--- src/rtl/vga_clock_digit_renderer.sv ---
// Pixel stage after the VGA sync counter: draws "HH:MM:SS" from an 8x16 font and delays the syncs to match.
// Optional build macro BLINK_COLON_EN: colons blink at 0.5 s on / 0.5 s off, timed by a 60-frame counter.
module vga_clock_digit_renderer #(
  parameter int unsigned H_OFFSET  = 49,
  parameter int unsigned V_OFFSET  = 34,
  parameter int unsigned SCALE_LG2 = 2,
  parameter int unsigned X0        = 192,
  parameter int unsigned Y0        = 208,
  parameter logic [11:0] FG        = 12'hFFF,
  parameter logic [11:0] BG        = 12'h000
) (
  input  logic        reloj,
  input  logic        resetM,
  input  logic [9:0]  Qh,
  input  logic [9:0]  Qv,
  input  logic        H_ON,
  input  logic        V_ON,
  input  logic        H_Sync,
  input  logic        V_Sync,
  input  logic [23:0] dig_in,
  input  logic        dig_valid,
  output logic        dig_ready,
  output logic [11:0] rgb,
  output logic        hsync_o,
  output logic        vsync_o
);

  localparam logic [10:0] X_LO = 11'(X0);
  localparam logic [10:0] X_HI = 11'(X0 + (64 << SCALE_LG2));
  localparam logic [10:0] Y_LO = 11'(Y0);
  localparam logic [10:0] Y_HI = 11'(Y0 + (16 << SCALE_LG2));

  // Glyph codes 0..15 are digit nibbles (10..15 blank); colon and blank-colon sit above them.
  localparam logic [4:0] CODE_COLON = 5'h10;
  localparam logic [4:0] CODE_BLANK = 5'h1F;

  typedef enum logic {
    PEND_EMPTY = 1'b0,
    PEND_FULL  = 1'b1
  } pend_state_t;

  // Each glyph is 16 rows of 8 bits, row 0 in the top byte, MSB = leftmost pixel.
  function automatic logic [127:0] glyph_rom(input logic [4:0] code);
    logic [127:0] g;
    g = '0;
    case (code)
      5'h00:      g = 128'h0000_7CC6_C6CE_DEF6_E6C6_C67C_0000_0000;
      5'h01:      g = 128'h0000_1838_7818_1818_1818_187E_0000_0000;
      5'h02:      g = 128'h0000_7CC6_060C_1830_60C0_C6FE_0000_0000;
      5'h03:      g = 128'h0000_7CC6_0606_3C06_0606_C67C_0000_0000;
      5'h04:      g = 128'h0000_0C1C_3C6C_CCFE_0C0C_0C1E_0000_0000;
      5'h05:      g = 128'h0000_FEC0_C0C0_FC06_0606_C67C_0000_0000;
      5'h06:      g = 128'h0000_3860_C0C0_FCC6_C6C6_C67C_0000_0000;
      5'h07:      g = 128'h0000_FEC6_0606_0C18_3030_3030_0000_0000;
      5'h08:      g = 128'h0000_7CC6_C6C6_7CC6_C6C6_C67C_0000_0000;
      5'h09:      g = 128'h0000_7CC6_C6C6_7E06_0606_0C78_0000_0000;
      CODE_COLON: g = 128'h0000_0000_1818_0000_0000_1818_0000_0000;
      default:    g = '0;
    endcase
    return g;
  endfunction

  // ---------------- Stage 1: coordinates ----------------
  logic [9:0] x_w, y_w, gx_w, gy_w;
  logic       active_d, in_box_d;
  logic [2:0] glyph_d, col_d;
  logic [3:0] row_d;

  assign x_w      = Qh - 10'(H_OFFSET);
  assign y_w      = Qv - 10'(V_OFFSET);
  assign gx_w     = x_w - 10'(X0);
  assign gy_w     = y_w - 10'(Y0);
  assign active_d = H_ON & V_ON;
  assign in_box_d = active_d
                  & ({1'b0, x_w} >= X_LO) & ({1'b0, x_w} < X_HI)
                  & ({1'b0, y_w} >= Y_LO) & ({1'b0, y_w} < Y_HI);
  assign glyph_d  = 3'(gx_w >> (SCALE_LG2 + 3));
  assign col_d    = 3'(gx_w >> SCALE_LG2);
  assign row_d    = 4'(gy_w >> SCALE_LG2);

  logic       active_q, in_box_q, hs1_q, vs1_q;
  logic [2:0] glyph_q, col_q;
  logic [3:0] row_q;

  always_ff @(posedge reloj) begin
    if (resetM) begin
      active_q <= 1'b0;
      in_box_q <= 1'b0;
      glyph_q  <= '0;
      col_q    <= '0;
      row_q    <= '0;
      hs1_q    <= 1'b1;
      vs1_q    <= 1'b1;
    end else begin
      active_q <= active_d;
      in_box_q <= in_box_d;
      glyph_q  <= glyph_d;
      col_q    <= col_d;
      row_q    <= row_d;
      hs1_q    <= H_Sync;
      vs1_q    <= V_Sync;
    end
  end

  // ---------------- Digit handshake and frame-synchronous update ----------------
  pend_state_t pend_state_q, pend_state_d;
  logic [23:0] pend_dig_q, pend_dig_d;
  logic [23:0] disp_dig_q, disp_dig_d;
  logic [9:0]  qv_prev_q;
  logic        fs_w, accept_w;

  assign fs_w      = (qv_prev_q != 10'd0) && (Qv == 10'd0);
  assign accept_w  = dig_valid && (pend_state_q == PEND_EMPTY);
  assign dig_ready = (pend_state_q == PEND_EMPTY);

  // An accept and a frame start in the same cycle resolve as accept-then-copy.
  always_comb begin
    pend_state_d = pend_state_q;
    pend_dig_d   = pend_dig_q;
    disp_dig_d   = disp_dig_q;
    if (accept_w) begin
      pend_dig_d   = dig_in;
      pend_state_d = PEND_FULL;
    end
    if (fs_w && (pend_state_d == PEND_FULL)) begin
      disp_dig_d   = pend_dig_d;
      pend_state_d = PEND_EMPTY;
    end
  end

  always_ff @(posedge reloj) begin
    if (resetM) begin
      pend_state_q <= PEND_EMPTY;
      pend_dig_q   <= '0;
      disp_dig_q   <= '0;
      qv_prev_q    <= '0;
    end else begin
      pend_state_q <= pend_state_d;
      pend_dig_q   <= pend_dig_d;
      disp_dig_q   <= disp_dig_d;
      qv_prev_q    <= Qv;
    end
  end

  logic colon_on_w;

`ifdef BLINK_COLON_EN
  logic [5:0] frame_cnt_q, frame_cnt_d;

  always_comb begin
    frame_cnt_d = frame_cnt_q;
    if (fs_w) begin
      frame_cnt_d = (frame_cnt_q == 6'd59) ? 6'd0 : frame_cnt_q + 6'd1;
    end
  end

  always_ff @(posedge reloj) begin
    if (resetM) begin
      frame_cnt_q <= '0;
    end else begin
      frame_cnt_q <= frame_cnt_d;
    end
  end

  assign colon_on_w = (frame_cnt_q < 6'd30);
`else
  assign colon_on_w = 1'b1;
`endif

  // ---------------- Stage 2: glyph lookup and colour ----------------
  logic [3:0] nib_w [6];

  genvar gi;
  for (gi = 0; gi < 6; gi++) begin : g_nib
    assign nib_w[gi] = disp_dig_q[23 - 4*gi -: 4];
  end

  logic [4:0]   code_w;
  logic [127:0] bitmap_w;
  logic [7:0]   row_bits_w;
  logic         pix_bit_w;
  logic [11:0]  rgb_d;

  always_comb begin
    code_w     = CODE_BLANK;
    bitmap_w   = '0;
    row_bits_w = '0;
    pix_bit_w  = 1'b0;
    rgb_d      = '0;
    case (glyph_q)
      3'd0:    code_w = {1'b0, nib_w[0]};
      3'd1:    code_w = {1'b0, nib_w[1]};
      3'd3:    code_w = {1'b0, nib_w[2]};
      3'd4:    code_w = {1'b0, nib_w[3]};
      3'd6:    code_w = {1'b0, nib_w[4]};
      3'd7:    code_w = {1'b0, nib_w[5]};
      default: code_w = colon_on_w ? CODE_COLON : CODE_BLANK;
    endcase
    bitmap_w   = glyph_rom(code_w);
    row_bits_w = 8'(bitmap_w >> {4'd15 - row_q, 3'b000});
    pix_bit_w  = row_bits_w[3'd7 - col_q];
    if (!active_q) begin
      rgb_d = '0;
    end else if (in_box_q && pix_bit_w) begin
      rgb_d = FG;
    end else begin
      rgb_d = BG;
    end
  end

  logic [11:0] rgb_q;
  logic        hs2_q, vs2_q;

  always_ff @(posedge reloj) begin
    if (resetM) begin
      rgb_q <= '0;
      hs2_q <= 1'b1;
      vs2_q <= 1'b1;
    end else begin
      rgb_q <= rgb_d;
      hs2_q <= hs1_q;
      vs2_q <= vs1_q;
    end
  end

  assign rgb     = rgb_q;
  assign hsync_o = hs2_q;
  assign vsync_o = vs2_q;

endmodule

--- config.mk ---
export PLATFORM = sky130hd
export DESIGN_NAME = vga_clock_digit_renderer
export DESIGN_NICKNAME = d
export VERILOG_FILES = /design/src/rtl/vga_clock_digit_renderer.sv
export SDC_FILE = /design/constraint.sdc
export NUM_CORES = 1
export LEC_CHECK = 0
export ABC_AREA = 1
export CAP_MARGIN = 30
export CELL_PAD_IN_SITES_DETAIL_PLACEMENT = 1
export CELL_PAD_IN_SITES_GLOBAL_PLACEMENT = 1
export CORE_AREA = 3 3 119 121
export DETAILED_ROUTE_END_ITERATION = 16
export DIE_AREA = 0 0 122 124
export PLACE_DENSITY_LB_ADDON = 0.1
export SYNTH_ARGS = -nofsm -noshare
export SYNTH_HDL_FRONTEND = slang
export SYNTH_SLANG_ARGS = --single-unit
--- constraint.sdc ---
create_clock -name reloj -period 2.8 [get_ports reloj]
set_clock_uncertainty 0.1 [all_clocks]
set_input_delay 0.28 -clock reloj [delete_from_list [all_inputs] [get_ports reloj]]
set_output_delay 0.28 -clock reloj [all_outputs]
set_load 0.02 [all_outputs]
==> reports/qor.csv, run 1 <==
stage,metric,value,unit
synthesis,synth_cell_types,44,
synthesis,synth-edff-count,0,
finish,area_delta_synth_final,26.2,%
setup_path,crit_top_cell,nand2_1,
synthesis,syn_avg_cell_area,6.89,um^2
cts,numCtsBuffers,9,
setup_path,worstPathRequired,2.98,ns
cts,clk_pin_slew,0.06,ns
setup_path,startpoint,glyph_q[2],
die,coreArea,13200,um^2
finish,n_antenna_cell,0,
cts,cts_hold_repair.buffers,0,
setup_path,crit_path_max_fanout,13,
setup_path,worst-r2r-cell-count,20,
synthesis,post-synth-top-count-cell,nand2_1,
global_routing,grt_util_all_layers,20.0,%
cts,cts_root_buffer,clkbuf_16,
timing,fmax,391,MHz
power_and_ir_drop,p_total,2750,uW
global_routing,grt_pass1_wl,23700,um
routing,wl_per_cell,16.0,um
synthesis,mappedNetlistArea,4570,um^2
cts,cts_tree,built,
placed_design,hpwl,11200,um
cts,clock_path_buffers,2,
synthesis,synth_top_family_by_area,simple AND/OR/NAND/NOR gates,
synthesis,synthSimpleGateAreaFrac,40.4,%
die,die_h,124,um
synthesis,synth-xor-area-share,0.959,%
synthesis,ys_seq_elements,76,
synthesis,synth_compound_area_share,11.9,%
synthesis,synth_area_leader_cell,dfxtp_1,
routing,first_iter_violations,215,
die,row_count,42,
die,ioPinCount,66,
setup_path,r2r_start,glyph_q[2],
setup_path,r2r-end,rgb[10],
power_and_ir_drop,peakVddDrop,335,uV
worst_hold_path,hold_class,input port to flop,
routing,antenna_left,0,
status,run_status,"finished, final reports clean",
cts,htreeDepth,3,
synthesis,ys_top_cells_by_area,"dfxtp_1, nand2_1, nand3_1",
routing,wl,14500,um
die,dieArea,15100,um^2
timing,min_period,2.56,ns
timing,hold_viol,0,
die,fp.dieW,122,um
timing,period_share,91.3,%
synthesis,yosysWarningCount,0,
placed_design,port_buffers,65,
synthesis,synth_fa_ha_area_share,3.29,%
routing,vias,4602,
synthesis,synth_ff_type,dfxtp_1,
timing,relSlewSlack,66.0,%
timing,drv_slew,0,
finish,fin_nets,793,
synthesis,synthArstFlopShare,0,%
setup_path,worstPathBufferInverterCount,3,
global_routing,grt_pass1_vias,4704,
timing,setup_viol,0,
synthesis,syn_nets,726,
setup_path,crit_path_max_incr_delay,0.32,ns
setup_path,path_depth,20,
setup_path,crit_path_end_kind,flop,
cts,clk_latency,0.34,ns
global_routing,antenna_found_initial,0,
synthesis,synthDominantCellAreaShare,33.3,%
cts,cts.sinks,76,
placed_design,gp_congestion,0.939,
synthesis,synthTopCellsByCount,"nand2_1, nand3_1, dfxtp_1",
power_and_ir_drop,power_leakage,0.00268,uW
global_routing,grt-ovfl-total,0,
routing,viasPerCell,5.06,
setup_path,path_cells,buf_12 -> nor2_4 -> nand3_2 -> nand2_1 -> nor2_1 -> nand2_2 -> inv_2 -> ha_1 -> inv_2 -> nand3_1 -> nand2_1 -> nand2_1 -> nand3_2 -> nand2_1 -> nand4_1 -> nand3_1 -> nand3_1 -> nand2_1 -> nand2_1 -> a21oi_2,
synthesis,syn-instance-count,663,
finish,fin_util,43.7,%
setup_path,crit_family,simple AND/OR/NAND/NOR gates,
setup_path,regToRegSetupSlack,0.24,ns
power_and_ir_drop,pwr_density_cell,478,nW/um^2
placed_design,placed_cell_area,5440,um^2
setup_path,cp_slowest_cell,dfxtp_2,
routing,drc,0,
job,cap_violations,0,
global_routing,grt_max_degree,28,
finish,layout-drive-gt1-share,14.6,%
die,start_util,34.6,%
setup_path,cp-endpoint,rgb[10],
timing,worstMarginPinSlew,0.505,ns
synthesis,ys_seq_area_share,33.3,%
setup_path,cp_data_arrival_time,2.74,ns
routing,dr.pass1.iters,4,
setup_path,critPathLaunchType,flop,
setup_path,crit_type,flop to flop,
finish,fin_area,5760,um^2
synthesis,synth.area.mux_share,0,%
[worst reg2reg max path, cell delays in order, from the launching register on]
cell     delay (ns)
dfxtp_2        0.32
buf_12         0.14
nor2_4         0.18
nand3_2        0.10
nand2_1        0.08
nor2_1         0.05
nand2_2        0.07
inv_2          0.06
ha_1           0.31
inv_2          0.07
nand3_1        0.11
nand2_1        0.07
nand2_1        0.07
nand3_2        0.09
nand2_1        0.08
nand4_1        0.14
nand3_1        0.15
nand3_1        0.09
nand2_1        0.06
nand2_1        0.06
a21oi_2        0.10
[cell type report]
| type | instances | area, um^2 |
|---|---|---|
| Clock buffer | 11 | 243 |
| Clock inverter | 3 | 23.8 |
| Fill cell | 1690 | 7430 |
| Inverter | 59 | 224 |
| Multi-Input combinational cell | 487 | 2620 |
| Sequential cell | 76 | 1530 |
| Tap cell | 176 | 220 |
| Timing Repair Buffer | 97 | 902 |
[flip-flops by register name (all words and copies together) (netlist names), 3 cells and up]
register / count
disp_dig_q: 24
col_q: 3
glyph_q: 3
row_q: 4
pend_dig_q: 24
qv_prev_q: 10
[kinds of logic (layout without fill, tap and decap cells)]
group	Yosys count	after routing
buffers and inverters	100	170
AO/OA/AOI/OAI	87	87
flip-flops	76	76
AND/OR/NAND/NOR	383	383
XOR/XNOR	5	5
adder cells (fa/ha/maj)	12	12
[worst min-delay path by stage]
stage                      start            to  cells past startpoint
after floorplan           resetM      active_q                      1
after global placement     hs1_q       hsync_o                      1
after detailed placement   vs1_q       vsync_o                      1
after CTS                 resetM    glyph_q[2]                      2
after global routing      resetM  qv_prev_q[8]                      2
final                     resetM  qv_prev_q[4]                      2
[through the flow]
step | TNS [ns] | worst slack (ns) | hold WS, ns | cells
after floorplan | 0 | 0.189 | 0.260 | 663
after detailed placement | -0.0194 | -0.0104 | 0.306 | 894
after global placement | 0 | 0.0894 | 0.299 | 894
after CTS | 0 | 0.0646 | 0.245 | 908
final | 0 | 0.243 | 0.243 | 909
after global routing | -0.0134 | -0.0134 | 0.268 | 909
[timing repair]
item                                    in CTS  in global routing
buffers inserted                             0                  1
endpoints found under the setup margin       1                  1
gates cloned                                 0                  0
resized for setup                            1                 17
pin swaps                                    0                  6
[power breakdown]
part | total (uW) | switching [uW] | internal (uW) | leakage [uW]
clock | 1060 | 447 | 617 | 0.000124
combinational | 533 | 309 | 224 | 0.00193
sequential | 1160 | 32.1 | 1130 | 0.000624
total | 2750 | 788 | 1970 | 0.00268
[metal layers]
metal	global-route usage, %	share of wire [%]
met1	26.6	46
met4	7.21	1.5
met5	0	0
met2	32.8	48
met3	3.41	4.3
[cells in the final DEF, fill, tap and decap left out, drive strengths merged, types with 2 or more instances in the layout]
cell / synthesis / layout
clkinvlp: 0 / 2
o22a: 18 / 18
nand4: 16 / 16
nor2: 81 / 81
or2: 5 / 5
nand3b: 2 / 2
xor2: 4 / 4
nand2: 171 / 171
inv: 58 / 59
a21oi: 46 / 46
nand3: 101 / 101
clkbuf: 17 / 11
clkdlybuf4s50: 0 / 64
nor4: 3 / 3
buf: 24 / 33
a31oi: 2 / 2
o21ai: 14 / 14
nor3: 2 / 2
ha: 12 / 12
dfxtp: 76 / 76
(Power assumes the default switching activity.)
==> inputs of run 2 (changes only) <==
ABC_AREA = default   (was 1)
CORE_AREA = 3 3 113 115   (was 3 3 119 121)
DIE_AREA = 0 0 116 118   (was 0 0 122 124)
==> reports/qor.csv, run 2 <==
stage,metric,value,unit
worst_hold_path,hold_depth,2,
synthesis,ys_seq_elements,76,
synthesis,synthSimpleGateAreaFrac,21.3,%
routing,vias,4465,
synthesis,synth.area.mux_share,1.58,%
setup_path,r2r_start,glyph_q[1],
global_routing,antenna_found_initial,0,
cts,cts.sinks,76,
die,die_h,118,um
timing,period_share,110,%
timing,setup_viol,1,
status,run_status,"complete, but fails checks",
timing,hold_viol,0,
global_routing,grt_max_degree,27,
cts,numCtsBuffers,9,
timing,drv_slew,0,
setup_path,regToRegSetupSlack,-0.27,ns
setup_path,worst-r2r-cell-count,13,
synthesis,syn-instance-count,530,
cts,cts_tree,built,
power_and_ir_drop,power_leakage,0.00261,uW
power_and_ir_drop,pwr_density_cell,566,nW/um^2
synthesis,synth_compound_area_share,28.3,%
finish,mostFrequentLayoutCell,buf_4,
placed_design,port_buffers,65,
worst_hold_path,whs_endpoint,qv_prev_q[2],
cts,cts_hold_repair.buffers,0,
synthesis,synthArstFlopShare,0,%
cts,clk_latency,0.33,ns
finish,fin_util,52.9,%
finish,fin_nets,730,
timing,worstMarginPinSlew,0.848,ns
synthesis,synth-edff-count,0,
synthesis,mappedNetlistArea,4260,um^2
routing,dr.pass1.iters,4,
synthesis,synth-xor-area-share,2.46,%
cts,cts_root_buffer,clkbuf_16,
timing,totalNegativeSetupSlack,-0.267,ns
setup_path,worstPathRequired,2.94,ns
setup_path,crit_path_max_fanout,8,
die,ioPinCount,66,
cts,clk_pin_slew,0.06,ns
setup_path,cp_data_arrival_time,3.21,ns
die,fp.dieW,116,um
global_routing,grt_util_all_layers,22.8,%
placed_design,place_inst,791,
synthesis,synth_ff_type,dfxtp_1,
status,violations,setup timing,
setup_path,crit_path_end_kind,flop,
finish,reg_top3,"disp_dig_q x24, pend_dig_q x24, qv_prev_q x10",
finish,final_cell_mix,"buf_4, nand2_1, dfxtp_1",
global_routing,grt-ovfl-total,0,
die,start_util,35.8,%
setup_path,r2r-end,rgb[10],
die,row_count,40,
finish,n_antenna_cell,0,
synthesis,synth_area_leader_cell,dfxtp_1,
global_routing,grt_pass1_wl,25000,um
routing,first_iter_violations,201,
synthesis,synthDominantCellAreaShare,35.7,%
timing,fmax,326,MHz
timing,whs,0.279,ns
synthesis,syn_nets,593,
job,cap_violations,0,
placed_design,gp_congestion,0.958,
synthesis,synthTopCellsByCount,"nand2_1, dfxtp_1, a21oi_1",
finish,layout-drive-gt1-share,28.2,%
placed_design,hpwl,11500,um
worst_hold_path,hold_start,resetM,
routing,drc,0,
routing,viasPerCell,5.46,
global_routing,grt_pass1_vias,4916,
die,dieArea,13700,um^2
routing,wl,15300,um
power_and_ir_drop,peakVddDrop,342,uV
synthesis,post-synth-top-count-cell,nand2_1,
synthesis,ys_top_cells_by_area,"dfxtp_1, nand2_1, a21oi_1",
cts,clock_path_buffers,2,
timing,relSlewSlack,43.4,%
die,coreArea,11900,um^2
synthesis,synth_top_family_by_area,compound AO/OA/AOI/OAI gates,
setup_path,critPathLaunchType,flop,
routing,wl_per_cell,18.7,um
finish,area_delta_synth_final,47.8,%
routing,antenna_left,0,
worst_hold_path,hold_class,input port to flop,
cts,htreeDepth,3,
timing,setup_slack,-0.267,ns
synthesis,yosysWarningCount,0,
synthesis,ys_seq_area_share,35.7,%
setup_path,crit_type,flop to flop,
timing,min_period,3.07,ns
finish,instances_no_fill,818,
synthesis,syn_avg_cell_area,8.05,um^2
synthesis,synth_fa_ha_area_share,3.76,%
synthesis,synth_cell_types,70,
timing,rsz0062_at_grt,yes,
==> run 2: changes by cell type after synthesis, sizes merged, moves of 14 or more <==
cell,previous run,this run
nand2,171,78
nand3,101,12
inv,58,12
nor2,81,41
nor2b,0,18
nand4,16,2
==> run 2: layout make-up <==
type | count | area (um^2)
clock inverter | 6 | 65.1
multi-input combinational | 394 | 2750
fill | 1413 | 5610
sequential | 76 | 1530
tap | 147 | 184
timing repair buffer | 174 | 1510
inverter | 12 | 47.5
clock buffer | 9 | 225
==> run 2: critical path, stage by stage (launching register included) <==
cell	delay [ns]
dfxtp_4	0.38
buf_4	0.15
mux2i_1	0.11
o211ai_1	0.32
nand2_2	0.15
inv_2	0.14
buf_4	0.14
ha_2	0.26
nand3_2	0.14
a21oi_1	0.22
o221ai_2	0.14
a311oi_1	0.30
o22ai_1	0.14
a311oi_2	0.28
==> run 2: report_power, final <==
group	switching, uW	internal, uW	leakage [uW]
sequential	37.4	1130	0.000624
clock	448	686	0.000142
combinational	653	616	0.00185
total	1140	2430	0.00261
==> run 2: stage by stage <==
| step | worst slack [ns] | power [uW] | area, um^2 |
|---|---|---|---|
| 2_1_floorplan | -0.0666 | 1720 | 4300 |
| 3_3_place_gp | -0.342 | 2220 | 5610 |
| 3_5_place_dp | -0.473 | 2240 | 5610 |
| 4_1_cts | -0.230 | 3470 | 6090 |
| 5_1_grt | -0.424 | 3750 | 6300 |
| 6_report | -0.267 | 3570 | 6300 |
==> run 2: metal layers <==
metal	GRT usage (%)	wire, um
met2	37.6	7590
met4	9.35	465
met3	3.44	500
met1	29.4	6770
met5	0	0
==> run 2: what timing repair did <==
item,4_1_cts,5_1_grt
setup endpoints to repair,1,2
gates resized for setup,36,44
setup buffers,6,7
pin swaps,14,25
hold endpoints to repair,0,0
==> run 2: cell families after synthesis <==
family | after synthesis
compound gates | 170
xor+xnor | 12
fa+ha+maj | 13
buf+inv | 60
flops | 76
mux | 6
simple gates | 193
==> run 2: how the worst max path moves through the flow <==
| stage | from | end | cells after the start |
|---|---|---|---|
| 4_1_cts | glyph_q[0] | rgb[10] | 14 |
| 3_5_place_dp | glyph_q[0] | rgb[10] | 13 |
| 3_3_place_gp | glyph_q[0] | rgb[10] | 11 |
| 5_1_grt | glyph_q[1] | rgb[10] | 13 |
| 2_1_floorplan | glyph_q[0] | rgb[10] | 13 |
| 6_report | glyph_q[1] | rgb[10] | 13 |
